--- src/rtl/mm2s_depacketizer_pkg.sv ---
// rtl/mm2s_depacketizer_pkg.sv - register map, FSM states and AXI response codes
package mm2s_depacketizer_pkg;

  localparam logic [11:0] REG_LEN  = 12'h200;
  localparam logic [11:0] REG_BEAT = 12'h204;
  localparam logic [11:0] REG_PKT  = 12'h208;
  localparam logic [11:0] REG_STAT = 12'h20C;

  localparam logic [1:0] RESP_OKAY   = 2'b00;
  localparam logic [1:0] RESP_SLVERR = 2'b10;

  typedef enum logic [1:0] {
    DISABLED,
    RUN,
    DRAIN,
    PAD
  } state_e;

  function automatic logic [31:0] apply_wstrb(input logic [31:0] old_v,
                                              input logic [31:0] new_v,
                                              input logic [3:0]  strb);
    logic [31:0] r;
    r = old_v;
    for (int i = 0; i < 4; i++) begin
      if (strb[i]) r[8*i +: 8] = new_v[8*i +: 8];
    end
    return r;
  endfunction

endpackage

--- src/rtl/mm2s_depacketizer_core.sv ---
// rtl/mm2s_depacketizer_core.sv - length-checking FSM, counters and output slice
// Optional zero-padding of short packets: MM2S_DEPACKETIZER_PAD_EN.
module mm2s_depacketizer_core
  import mm2s_depacketizer_pkg::*;
(
  input  logic        clk_i,
  input  logic        rst_i,
  input  logic [31:0] len_i,
  input  logic [31:0] s_tdata_i,
  input  logic        s_tvalid_i,
  output logic        s_tready_o,
  input  logic        s_tlast_i,
  output logic [31:0] m_tdata_o,
  output logic        m_tvalid_o,
  input  logic        m_tready_i,
  output logic        m_tlast_o,
  output logic [31:0] beat_o,
  output logic [15:0] pkt_o,
  output logic        short_err_o,
  output logic        long_err_o,
  output logic        error_o
);

  state_e      state_q;
  logic [31:0] act_len_q, beat_q, out_data_q;
  logic [15:0] pkt_q;
  logic        out_valid_q, out_last_q, short_q, long_q;
  logic        can_load, s_ready, s_fire, at_end;

  assign can_load = !out_valid_q || m_tready_i;
  assign at_end   = (beat_q == act_len_q - 32'd1);
  assign s_fire   = s_tvalid_i && s_ready;

  always_comb begin
    s_ready = 1'b0;
    case (state_q)
      RUN:     s_ready = can_load && (act_len_q != 32'd0);
      DRAIN:   s_ready = 1'b1;
      default: s_ready = 1'b0;
    endcase
  end

  always_ff @(posedge clk_i) begin
    if (rst_i) begin
      state_q     <= DISABLED;
      act_len_q   <= '0;
      beat_q      <= '0;
      pkt_q       <= '0;
      out_data_q  <= '0;
      out_valid_q <= 1'b0;
      out_last_q  <= 1'b0;
      short_q     <= 1'b0;
      long_q      <= 1'b0;
    end else begin
      short_q <= 1'b0;
      long_q  <= 1'b0;
      if (m_tready_i) out_valid_q <= 1'b0;
      // Length only changes between packets so an in-flight packet keeps its size.
      if (beat_q == 32'd0 && !s_fire && (state_q == DISABLED || state_q == RUN))
        act_len_q <= len_i;
      case (state_q)
        DISABLED: if (act_len_q != 32'd0) state_q <= RUN;
        RUN: begin
          if (act_len_q == 32'd0) begin
            state_q <= DISABLED;
          end else if (s_fire) begin
            out_valid_q <= 1'b1;
            out_data_q  <= s_tdata_i;
            out_last_q  <= at_end;
            if (at_end && s_tlast_i) begin
              beat_q <= '0;
              pkt_q  <= pkt_q + 16'd1;
            end else if (at_end) begin
              long_q  <= 1'b1;
              beat_q  <= beat_q + 32'd1;
              state_q <= DRAIN;
            end else if (s_tlast_i) begin
              short_q <= 1'b1;
`ifdef MM2S_DEPACKETIZER_PAD_EN
              beat_q  <= beat_q + 32'd1;
              state_q <= PAD;
`else
              beat_q  <= '0;
              pkt_q   <= pkt_q + 16'd1;
`endif
            end else begin
              beat_q <= beat_q + 32'd1;
            end
          end
        end
        DRAIN: begin
          if (s_tvalid_i) begin
            if (s_tlast_i) begin
              beat_q  <= '0;
              pkt_q   <= pkt_q + 16'd1;
              state_q <= RUN;
            end else begin
              beat_q <= beat_q + 32'd1;
            end
          end
        end
        PAD: begin
`ifdef MM2S_DEPACKETIZER_PAD_EN
          if (can_load) begin
            out_valid_q <= 1'b1;
            out_data_q  <= '0;
            out_last_q  <= at_end;
            if (at_end) begin
              beat_q  <= '0;
              pkt_q   <= pkt_q + 16'd1;
              state_q <= RUN;
            end else begin
              beat_q <= beat_q + 32'd1;
            end
          end
`else
          state_q <= RUN;
`endif
        end
        default: state_q <= DISABLED;
      endcase
    end
  end

  assign s_tready_o  = s_ready;
  assign m_tdata_o   = out_data_q;
  assign m_tvalid_o  = out_valid_q;
  assign m_tlast_o   = out_last_q;
  assign beat_o      = beat_q;
  assign pkt_o       = pkt_q;
  assign short_err_o = short_q;
  assign long_err_o  = long_q;
  assign error_o     = short_q || long_q;

endmodule

--- src/rtl/mm2s_depacketizer.sv ---
// rtl/mm2s_depacketizer.sv - MM2S depacketizer top with AXI4-Lite register file
// Optional zero-padding of short packets: MM2S_DEPACKETIZER_PAD_EN.
module mm2s_depacketizer
  import mm2s_depacketizer_pkg::*;
(
  input  logic        aclk,
  input  logic        areset,
  input  logic [31:0] s_axis_mm2s_tdata,
  input  logic        s_axis_mm2s_tvalid,
  output logic        s_axis_mm2s_tready,
  input  logic        s_axis_mm2s_tlast,
  output logic [31:0] m_axis_data_tdata,
  output logic        m_axis_data_tvalid,
  input  logic        m_axis_data_tready,
  output logic        m_axis_data_tlast,
  output logic        last,
  output logic        error,
  input  logic [31:0] s_axi_lite_awaddr,
  input  logic [2:0]  s_axi_lite_awprot,
  input  logic        s_axi_lite_awvalid,
  output logic        s_axi_lite_awready,
  input  logic [31:0] s_axi_lite_wdata,
  input  logic [3:0]  s_axi_lite_wstrb,
  input  logic        s_axi_lite_wvalid,
  output logic        s_axi_lite_wready,
  output logic [1:0]  s_axi_lite_bresp,
  output logic        s_axi_lite_bvalid,
  input  logic        s_axi_lite_bready,
  input  logic [31:0] s_axi_lite_araddr,
  input  logic [2:0]  s_axi_lite_arprot,
  input  logic        s_axi_lite_arvalid,
  output logic        s_axi_lite_arready,
  output logic [31:0] s_axi_lite_rdata,
  output logic [1:0]  s_axi_lite_rresp,
  output logic        s_axi_lite_rvalid,
  input  logic        s_axi_lite_rready
);

  logic [31:0] len_q, beat, rd_data;
  logic [15:0] pkt;
  logic [1:0]  stat_q, stat_d, bresp_q, rresp_q, wr_resp, rd_resp;
  logic [31:0] rdata_q;
  logic        bvalid_q, rvalid_q, ready_q, wr_fire, rd_fire;
  logic        short_err, long_err;
  logic        unused_bits;

  assign unused_bits = ^{s_axi_lite_awprot, s_axi_lite_arprot,
                         s_axi_lite_awaddr[31:12], s_axi_lite_awaddr[1:0],
                         s_axi_lite_araddr[31:12], s_axi_lite_araddr[1:0]};

  // ready_q keeps all handshakes closed while in reset.
  assign wr_fire = ready_q && s_axi_lite_awvalid && s_axi_lite_wvalid && !bvalid_q;
  assign rd_fire = ready_q && s_axi_lite_arvalid && !rvalid_q;

  always_comb begin
    wr_resp = RESP_SLVERR;
    case (s_axi_lite_awaddr[11:2])
      REG_LEN[11:2], REG_STAT[11:2]: wr_resp = RESP_OKAY;
      default:                       wr_resp = RESP_SLVERR;
    endcase
  end

  always_comb begin
    rd_data = '0;
    rd_resp = RESP_OKAY;
    case (s_axi_lite_araddr[11:2])
      REG_LEN[11:2]:  rd_data = len_q;
      REG_BEAT[11:2]: rd_data = beat;
      REG_PKT[11:2]:  rd_data = {16'd0, pkt};
      REG_STAT[11:2]: rd_data = {30'd0, stat_q};
      default:        rd_resp = RESP_SLVERR;
    endcase
  end

  always_comb begin
    stat_d = stat_q;
    if (wr_fire && s_axi_lite_awaddr[11:2] == REG_STAT[11:2] && s_axi_lite_wstrb[0])
      stat_d = stat_q & ~s_axi_lite_wdata[1:0];
    stat_d = stat_d | {long_err, short_err};
  end

  always_ff @(posedge aclk) begin
    if (areset) begin
      ready_q  <= 1'b0;
      len_q    <= '0;
      stat_q   <= '0;
      bvalid_q <= 1'b0;
      bresp_q  <= RESP_OKAY;
      rvalid_q <= 1'b0;
      rresp_q  <= RESP_OKAY;
      rdata_q  <= '0;
    end else begin
      ready_q <= 1'b1;
      stat_q  <= stat_d;
      if (wr_fire) begin
        bvalid_q <= 1'b1;
        bresp_q  <= wr_resp;
        if (s_axi_lite_awaddr[11:2] == REG_LEN[11:2])
          len_q <= apply_wstrb(len_q, s_axi_lite_wdata, s_axi_lite_wstrb);
      end else if (s_axi_lite_bready) begin
        bvalid_q <= 1'b0;
      end
      if (rd_fire) begin
        rvalid_q <= 1'b1;
        rdata_q  <= rd_data;
        rresp_q  <= rd_resp;
      end else if (s_axi_lite_rready) begin
        rvalid_q <= 1'b0;
      end
    end
  end

  assign s_axi_lite_awready = wr_fire;
  assign s_axi_lite_wready  = wr_fire;
  assign s_axi_lite_bvalid  = bvalid_q;
  assign s_axi_lite_bresp   = bresp_q;
  assign s_axi_lite_arready = ready_q && !rvalid_q;
  assign s_axi_lite_rvalid  = rvalid_q;
  assign s_axi_lite_rdata   = rdata_q;
  assign s_axi_lite_rresp   = rresp_q;

  mm2s_depacketizer_core u_core (
    .clk_i       (aclk),
    .rst_i       (areset),
    .len_i       (len_q),
    .s_tdata_i   (s_axis_mm2s_tdata),
    .s_tvalid_i  (s_axis_mm2s_tvalid),
    .s_tready_o  (s_axis_mm2s_tready),
    .s_tlast_i   (s_axis_mm2s_tlast),
    .m_tdata_o   (m_axis_data_tdata),
    .m_tvalid_o  (m_axis_data_tvalid),
    .m_tready_i  (m_axis_data_tready),
    .m_tlast_o   (m_axis_data_tlast),
    .beat_o      (beat),
    .pkt_o       (pkt),
    .short_err_o (short_err),
    .long_err_o  (long_err),
    .error_o     (error)
  );

  assign last = m_axis_data_tlast && m_axis_data_tvalid && m_axis_data_tready;

endmodule

--- config.mk ---
export PLATFORM = sky130hd
export DESIGN_NAME = mm2s_depacketizer
export DESIGN_NICKNAME = d
export VERILOG_FILES = /design/src/rtl/mm2s_depacketizer_pkg.sv /design/src/rtl/mm2s_depacketizer_core.sv /design/src/rtl/mm2s_depacketizer.sv
export SDC_FILE = /design/constraint.sdc
export NUM_CORES = 1
export LEC_CHECK = 0
export ABC_AREA = 1
export BUFFER_PORTS_ARGS = -buffer_cell sky130_fd_sc_hd__buf_2
export CORE_MARGIN = 4
export CORE_UTILIZATION = 35
export DETAILED_ROUTE_END_ITERATION = 10
export GPL_TIMING_DRIVEN = 1
export HOLD_SLACK_MARGIN = 0.08
export PLACE_DENSITY_LB_ADDON = 0.1
export SYNTH_ARGS = -nofsm -noshare
export SYNTH_HDL_FRONTEND = slang
export SYNTH_SLANG_ARGS = --single-unit
--- constraint.sdc ---
create_clock -name aclk -period 3.1 [get_ports aclk]
set_input_delay 0 -clock aclk [delete_from_list [all_inputs] [get_ports aclk]]
set_output_delay 0 -clock aclk [all_outputs]
set_load 0.01 [all_outputs]
==> results of run 1 <==
[synthesized netlist by cell type, drive strengths merged, types with 16 or more instances]
library cell,n
a21oi,111
buf,20
clkbuf,49
dfxtp,189
inv,146
nand2,390
nand3,122
nand4,29
nor2,191
nor3,57
nor4,16
o21ai,106
o22ai,17
xnor2,16
xor2,35
[metrics by stage]
| stage | instances | utilization [%] | power, mW | hold WS, ns |
|---|---|---|---|---|
| after detailed placement | 2064 | 40.4 | 6.33 | 0.191 |
| after floorplan | 1546 | - | 5.37 | 0.0987 |
| after global routing | 2201 | 46.3 | 9.33 | 0.121 |
| final | 2201 | 46.3 | 8.76 | 0.0918 |
| after global placement | 2064 | 40.4 | 6.32 | 0.186 |
| after CTS | 2199 | 46.2 | 8.78 | 0.0814 |
[state kept, by name (all words and copies together), names as in the netlist, named ones only]
register and count:
u_core.m_tdata_o 32, s_axi_lite_bresp 1, u_core.short_err_o 1, u_core.m_tlast_o 1, u_core.long_err_o 1, u_core.state_q 2
stat_q 2, ready_q 1, s_axi_lite_bvalid 1, u_core.pkt_o 15, s_axi_lite_rvalid 1, u_core.beat_o 32
len_q 32, s_axi_lite_rresp 1, u_core.m_tvalid_o 1, u_core.act_len_q 32, s_axi_lite_rdata 32
[area by class of cell]
| class | count | share of cell area, % |
|---|---|---|
| inverter | 147 | 4.12 |
| tap | 384 | 3.59 |
| multi-input combinational | 1141 | 43.0 |
| clock buffer | 17 | 3.18 |
| sequential | 189 | 28.3 |
| timing repair buffer | 308 | 16.2 |
| clock inverter | 15 | 1.64 |
[power groups by stage]
| stage | Combinational, mW | Clock [mW] | Sequential, mW |
|---|---|---|---|
| after floorplan | 2.54 | 0 | 2.82 |
| after global placement | 3.45 | 0 | 2.87 |
| after detailed placement | 3.46 | 0 | 2.87 |
| after CTS | 3.54 | 2.42 | 2.82 |
| after global routing | 3.99 | 2.49 | 2.85 |
| final | 3.57 | 2.36 | 2.82 |
[repair_timing]
action,CTS,global route
setup endpoints to repair,0,1
hold buffers,103,0
gates resized for setup,0,2
hold endpoints to repair,74,0
buffers inserted,0,2
[critical path, stage by stage, from the launching register on]
cell and delay, ns:
sky130_fd_sc_hd__dfxtp_1 0.33, sky130_fd_sc_hd__inv_1 0.08, sky130_fd_sc_hd__ha_1 0.24, sky130_fd_sc_hd__nand3_4 0.15, sky130_fd_sc_hd__nor2_8 0.22, sky130_fd_sc_hd__xor2_1 0.26
sky130_fd_sc_hd__nand2_1 0.08, sky130_fd_sc_hd__nor2_1 0.10, sky130_fd_sc_hd__nand2_1 0.07, sky130_fd_sc_hd__nor2_1 0.12, sky130_fd_sc_hd__nand4_1 0.15, sky130_fd_sc_hd__nor2_4 0.20
sky130_fd_sc_hd__nand3_1 0.15, sky130_fd_sc_hd__nor2_1 0.11, sky130_fd_sc_hd__dlygate4sd3_1 0.55
[worst max-delay path by stage]
| stage | start | end | slack, ns | depth (start not counted) |
|---|---|---|---|---|
| 6_report | u_core.act_len_q[0] | u_core.long_err_o | 0.23 | 14 |
| 5_1_grt | u_core.act_len_q[0] | u_core.long_err_o | 0.008 | 14 |
| 4_1_cts | u_core.act_len_q[0] | u_core.long_err_o | 0.22 | 15 |
| 3_5_place_dp | u_core.act_len_q[0] | u_core.pkt_o[3] | 0.33 | 16 |
| 3_3_place_gp | u_core.act_len_q[0] | u_core.beat_o[12] | 0.38 | 15 |
| 2_1_floorplan | u_core.act_len_q[0] | u_core.pkt_o[10] | 0.82 | 16 |
[cells by family after synthesis]
group,Yosys count,share of synthesized area [%]
DFF,189,36.5
AOI/OAI and AO/OA,264,14.4
and+or+nand+nor,816,35.4
other,1,0.0361
buffers and inverters,216,8.27
xor gates and xnor gates,52,4.60
adders and majority gates,7,0.844
[metal layers]
metal	wire, um	up-vias	part of all wire (%)
li1	-	5596	-
met5	0	-	0
met1	17900	5021	48
met4	301	0	0.81
met2	17000	283	46
met3	2060	22	5.5
==> metrics.json, run 1 <==
{
  "status": "complete, no violations",
  "htreeDepth": 4,
  "max_freq_mhz": 349,
  "chipWidth_um": 180,
  "grt_max_degree": 65,
  "combined_global_route_utilization_of_all_metal_layers_pct": 22.4,
  "slew_headroom_pct": 49.9,
  "setup_ws_ns": 0.231,
  "synth_area_leaders": "sky130_fd_sc_hd__dfxtp_1 36%, sky130_fd_sc_hd__nand2_1 13%, sky130_fd_sc_hd__nor2_1 6.3%",
  "boundaryPins": 226,
  "cap_violations": 0,
  "drive_above_1_share_pct": 17.1,
  "crit_fanout": 7,
  "dpl.hpwl_um": 28400,
  "numClockSinks": 189,
  "ys_seq_elements": 189,
  "reg2regPathDepth": 14,
  "report.final.hold_viol_count": 0,
  "antenna_found_initial": 0,
  "number_of_design_rule_violations_left_by_the_first_detailed_router_iteration": 916,
  "pre_cts_slack_ns": 0.327,
  "internal_power_mw": 4.98,
  "final_routed_wire_length_divided_by_cell_count_um": 16.9,
  "class_of_the_most_critical_hold_timing_path": "primary input to flop",
  "met1_track_utilization_from_global_routing_pct": 32.1,
  "dominantRegCellSynth": "sky130_fd_sc_hd__dfxtp_1",
  "busiest_layer": "met2",
  "timing_max_transition_violations_final": 0,
  "netlist-cell-type-count": 50,
  "layout_net_count": 1959,
  "switchingPower_mw": 3.78,
  "synthDominantCellAreaShare_pct": 36.5,
  "met3_use_gr_pct": 3.75,
  "route.final.wire_length_um": 37300,
  "proportion_of_register_bits_with_asynchronous_set_or_reset_after_synthesis_pct": 0,
  "critical_path_required_ns": 3.49,
  "ff_latch_area_sq_um": 3780,
  "grt_pass1_vias": 10396,
  "fillCellCount": 3013,
  "placementRows": 62,
  "cp_launch_type": "flop",
  "final_common_cell": "sky130_fd_sc_hd__nand2_1",
  "multi_input_comb_area_sq_um": 5750,
  "timing.final.crit_share_pct": 92.5,
  "globalRouteOverflowTotal": 0,
  "grt_first_pass_wirelength_um": 58600,
  "timing.final.crit_period_ns": 2.87,
  "drc_errors": 0,
  "worst_ep_arrival_time_ns": 3.26,
  "rrSetupSlack_ns": 0.23,
  "finalWeightedCongestion": 0.940,
  "route.antenna.remaining_nets": 0,
  "swShare_pct": 43.1,
  "most-common-layout-cells": "372 x sky130_fd_sc_hd__nand2_1, 189 x sky130_fd_sc_hd__dfxtp_1, 173 x sky130_fd_sc_hd__buf_2, 172 x sky130_fd_sc_hd__nor2_1, 139 x sky130_fd_sc_hd__inv_1",
  "antenna-diode-count": 0,
  "worst_skew_pair_latency_ns": 0.45,
  "synth_enable_flop_cells": 0,
  "rr_endpoint": "u_core.long_err_o",
  "synth.avg_cell_area_sq_um": 6.71,
  "startpoint_of_the_most_critical_register_to_register_path": "u_core.act_len_q[0]",
  "pwr-share-seq_pct": 32.2,
  "setup-violations-final": 0,
  "placed_area_sq_um": 11700,
  "io_buffers": 173,
  "netlist_instances": 1545,
  "clk_root_buffer_cell": "sky130_fd_sc_hd__clkbuf_16",
  "whs_endpoint": "len_q[23]",
  "max-vdd-ir-drop_mv": 0.343,
  "tns_ns": 0,
  "ys_warn_count": 0,
  "layout-area-overhead-vs-synth_pct": 29.0,
  "end_kind": "flop",
  "vias": 10922,
  "power_density_nw_per_um2": 654,
  "tightestPinTransition_ns": 0.751,
  "crit_type": "flop to flop",
  "synthesized_area_sq_um": 10400,
  "hold_path_depth": 5,
  "cts-root-to-sink-buffers": 2,
  "holdCritStartpoint": "s_axi_lite_wstrb[2]",
  "met2_capacity_usage_during_global_routing_pct": 36.3,
  "via_per_inst": 4.96,
  "dieArea_sq_um": 32500,
  "share_comb_of_total_power_pct": 40.8,
  "final_std_cell_area_no_fill_sq_um": 13400,
  "synth_sequential_area_ratio_pct": 36.5,
  "clkSlewWorstSetupHoldPaths_ns": 0.08,
  "drt_pass1_iterations": 5,
  "core_area_sq_um": 28900,
  "fin_worst_skew_ns": 0.0170,
  "tritoncts": "built",
  "grt_setup_unrepaired": "no",
  "p_leak_nw": 5.66,
  "cts_buffers": 17,
  "yosysTopAreaCell": "sky130_fd_sc_hd__dfxtp_1",
  "pwr-share-clk_pct": 27.0,
  "start_util_pct": 35.9,
  "die_height_um": 180
}
(Power assumes the default switching activity.)
==> run 2: changes to the inputs <==
- CTS_BUF_LIST: default -> sky130_fd_sc_hd__clkbuf_4
==> metrics.json, run 2 (synthesis gave the netlist of run 1 again) <==
{
  "status": {"value": "complete, no violations", "change": "unchanged"},
  "slew_headroom": {"value": 48.9, "unit": "%", "change": "was 49.9%"},
  "drt_pass1_iterations": {"value": 5, "change": "unchanged"},
  "pwr-share-clk": {"value": 19.3, "unit": "%", "change": "was 27.0%"},
  "crit_fanout": {"value": 32, "change": "was 7"},
  "class_of_the_most_critical_hold_timing_path": {"value": "primary input to flop", "change": "unchanged"},
  "pwr-share-seq": {"value": 35.3, "unit": "%", "change": "was 32.2%"},
  "tightestPinTransition": {"value": 0.767, "unit": "ns", "change": "was 0.751 ns"},
  "crit_type": {"value": "flop to flop", "change": "unchanged"},
  "power_density": {"value": 564, "unit": "nW/um^2", "change": "was 654 nW/um^2"},
  "boundaryPins": {"value": 226, "change": "unchanged"},
  "antenna_found_initial": {"value": 1, "change": "was 0"},
  "placementRows": {"value": 62, "change": "unchanged"},
  "finalNonFillerCells": {"value": 2311, "change": "was 2201"},
  "placed_cells_incl_taps": {"value": 2064, "change": "unchanged"},
  "globalRouteOverflowTotal": {"value": 0, "change": "unchanged"},
  "share_comb_of_total_power": {"value": 45.4, "unit": "%", "change": "was 40.8%"},
  "cp_launch_type": {"value": "flop", "change": "unchanged"},
  "max-vdd-ir-drop": {"value": 0.352, "unit": "mV", "change": "was 0.343 mV"},
  "cts_buffers": {"value": 17, "change": "unchanged"},
  "timing.critical_path.slowest_stage_cell": {"value": "sky130_fd_sc_hd__dlygate4sd3_1", "change": "unchanged"},
  "fin_total_pwr": {"value": 8.01, "unit": "mW", "change": "was 8.76 mW"},
  "critical_path_buf_inv_count": {"value": 4, "change": "was 2"},
  "fin_worst_skew": {"value": 0.0415, "unit": "ns", "change": "was 0.0170 ns"},
  "p_leak": {"value": 6.04, "unit": "nW", "change": "was 5.66 nW"},
  "path_cells": {"value": "inv_1 > ha_2 > nand3_4 > nor2_8 > nand4_1 > nand2_1 > o21ai_2 > inv_1 > nor2_1 > nand3_2 > nor2_4 > buf_12 > nand2_1 > dlygate4sd3_1 > nand2_1", "change": "was inv_1 > ha_1 > nand3_4 > nor2_8 > xor2_1 > nand2_1 > nor2_1 > nand2_1 > nor2_1 > nand4_1 > nor2_4 > nand3_1 > nor2_1 > dlygate4sd3_1"},
  "htreeDepth": {"value": 4, "change": "unchanged"},
  "number_of_design_rule_violations_left_by_the_first_detailed_router_iteration": {"value": 845, "change": "was 916"},
  "path_delay_family": {"value": "simple AND/OR/NAND/NOR gates", "change": "unchanged"},
  "dpl.hpwl": {"value": 28400, "unit": "um", "change": "unchanged"},
  "hold_path_depth": {"value": 7, "change": "was 5"},
  "combined_global_route_utilization_of_all_metal_layers": {"value": 23.5, "unit": "%", "change": "was 22.4%"},
  "layout_net_count": {"value": 2068, "change": "was 1959"},
  "reg2regPathDepth": {"value": 15, "change": "was 14"},
  "worst_skew_pair_latency": {"value": 0.62, "unit": "ns", "change": "was 0.45 ns"},
  "met2_capacity_usage_during_global_routing": {"value": 38.7, "unit": "%", "change": "was 36.3%"},
  "rrSetupSlack": {"value": 0.25, "unit": "ns", "change": "was 0.23 ns"},
  "cts-root-to-sink-buffers": {"value": 2, "change": "unchanged"},
  "chipWidth": {"value": 180, "unit": "um", "change": "unchanged"},
  "final_common_cell": {"value": "sky130_fd_sc_hd__nand2_1", "change": "unchanged"},
  "layout-area-overhead-vs-synth": {"value": 36.9, "unit": "%", "change": "was 29.0%"},
  "met3_use_gr": {"value": 4.20, "unit": "%", "change": "was 3.75%"},
  "tns": {"value": 0, "unit": "ns", "change": "unchanged"},
  "pre_cts_slack": {"value": 0.327, "unit": "ns", "change": "unchanged"},
  "grt_first_pass_wirelength": {"value": 61400, "unit": "um", "change": "was 58600 um"},
  "via_per_inst": {"value": 4.95, "change": "was 4.96"},
  "numClockSinks": {"value": 189, "change": "unchanged"},
  "setup-violations-final": {"value": 0, "change": "unchanged"},
  "route.antenna.remaining_nets": {"value": 0, "change": "unchanged"},
  "final_std_cell_area_no_fill": {"value": 14200, "unit": "sq um", "change": "was 13400 sq um"},
  "internal_power": {"value": 4.33, "unit": "mW", "change": "was 4.98 mW"},
  "final_routed_wire_length_divided_by_cell_count": {"value": 16.9, "unit": "um", "change": "about the same"},
  "timing.final.crit_period": {"value": 2.85, "unit": "ns", "change": "was 2.87 ns"},
  "drive_above_1_share": {"value": 16.3, "unit": "%", "change": "was 17.1%"},
  "finalHoldWorstSlack": {"value": 0.103, "unit": "ns", "change": "was 0.0918 ns"},
  "vias": {"value": 11442, "change": "was 10922"},
  "grt_pass1_vias": {"value": 11192, "change": "was 10396"},
  "route.final.wire_length": {"value": 39000, "unit": "um", "change": "was 37300 um"},
  "max_freq": {"value": 351, "unit": "MHz", "change": "was 349 MHz"},
  "critical_path_required": {"value": 3.69, "unit": "ns", "change": "was 3.49 ns"},
  "core_area": {"value": 28900, "unit": "sq um", "change": "unchanged"},
  "io_buffers": {"value": 173, "change": "unchanged"},
  "dieArea": {"value": 32500, "unit": "sq um", "change": "unchanged"},
  "cp_num_cells": {"value": 15, "change": "was 14"},
  "die_height": {"value": 180, "unit": "um", "change": "unchanged"},
  "critical-path-top-cell-by-count": {"value": "sky130_fd_sc_hd__nand2_1", "change": "was sky130_fd_sc_hd__nor2_1"},
  "cap_violations": {"value": 0, "change": "unchanged"},
  "finalWeightedCongestion": {"value": 0.940, "change": "unchanged"},
  "clk_root_buffer_cell": {"value": "sky130_fd_sc_hd__clkbuf_4", "change": "was sky130_fd_sc_hd__clkbuf_16"},
  "end_kind": {"value": "flop", "change": "unchanged"},
  "swShare": {"value": 45.9, "unit": "%", "change": "was 43.1%"},
  "timing_max_transition_violations_final": {"value": 0, "change": "unchanged"},
  "timing.final.crit_share": {"value": 92.0, "unit": "%", "change": "was 92.5%"},
  "clkSlewWorstSetupHoldPaths": {"value": 0.22, "unit": "ns", "change": "was 0.08 ns"},
  "max_stage_delay": {"value": 0.60, "unit": "ns", "change": "was 0.55 ns"},
  "worst_ep_arrival_time": {"value": 3.44, "unit": "ns", "change": "was 3.26 ns"},
  "met1_track_utilization_from_global_routing": {"value": 32.7, "unit": "%", "change": "was 32.1%"},
  "drc_errors": {"value": 0, "change": "unchanged"},
  "final_core_util": {"value": 49.1, "unit": "%", "change": "was 46.3%"},
  "tritoncts": {"value": "built", "change": "unchanged"},
  "report.final.hold_viol_count": {"value": 0, "change": "unchanged"},
  "most-common-layout-cells": {"value": "372 x sky130_fd_sc_hd__nand2_1, 212 x sky130_fd_sc_hd__dlygate4sd3_1, 188 x sky130_fd_sc_hd__dfxtp_1, 173 x sky130_fd_sc_hd__buf_2, 172 x sky130_fd_sc_hd__nor2_1", "change": "was 372 x sky130_fd_sc_hd__nand2_1, 189 x sky130_fd_sc_hd__dfxtp_1, 173 x sky130_fd_sc_hd__buf_2, 172 x sky130_fd_sc_hd__nor2_1, 139 x sky130_fd_sc_hd__inv_1"},
  "start_util": {"value": 35.9, "unit": "%", "change": "unchanged"},
  "grt_max_degree": {"value": 65, "change": "unchanged"},
  "switchingPower": {"value": 3.68, "unit": "mW", "change": "was 3.78 mW"},
  "busiest_layer": {"value": "met2", "change": "unchanged"},
  "setup_ws": {"value": 0.248, "unit": "ns", "change": "was 0.231 ns"},
  "placed_area": {"value": 11700, "unit": "sq um", "change": "unchanged"},
  "grt_setup_unrepaired": {"value": "no", "change": "unchanged"}
}
run 2: cell count changes in the layout (fill, tap and decap cells not counted), sizes merged:
cell,previous run,this run
diode,0,1
dlygate4sd3,103,212
run 2: what timing repair did:
action / CTS / global route
endpoints found under the hold margin: 149 / 0
hold buffers: 212 / 0
endpoints found under the setup margin: 0 / 53
gates resized for setup: 0 / 10
setup buffers: 0 / 2
run 2: final timing paths:
kind / from / endpoint
worst max-delay path: u_core.act_len_q[0] / u_core.m_tdata_o[17]
worst min-delay path: s_axi_lite_araddr[7] / s_axi_lite_rdata[19]
worst max register to register: u_core.act_len_q[0] / u_core.m_tdata_o[17]
worst min register to register: s_axi_lite_rdata[4] / s_axi_lite_rdata[4]
run 2: layout make-up:
cell class                 count  area (sq um)
inverter                     147           552
clock inverter                15           219
antenna                        1          2.50
clock buffer                  17           128
timing repair buffer         417          3280
multi-input combinational   1141          5760
sequential                   189          3780
fill                        2922         14700
tap                          384           480
run 2: routing by layer:
layer,vias up,part of all wire (%)
met4,0,1.3
met5,-,0
met3,32,5.5
li1,5809,-
met2,303,46
met1,5298,47
run 2: worst min-delay path: cells and delay by family:
| family | cells | cell delay, ns |
|---|---|---|
| AO/OA/AOI/OAI | 2 | 0.15 |
| AND/OR/NAND/NOR | 4 | 0.45 |
| buffers and inverters | 1 | 0.07 |
run 2: power by group through the flow:
stage | clock, mW | combinational (mW) | sequential [mW]
6_report | 1.55 | 3.64 | 2.83
5_1_grt | 1.66 | 4.08 | 2.85
4_1_cts | 1.60 | 3.60 | 2.82
3_5_place_dp | 0 | 3.46 | 2.87
3_3_place_gp | 0 | 3.45 | 2.87
2_1_floorplan | 0 | 2.54 | 2.82
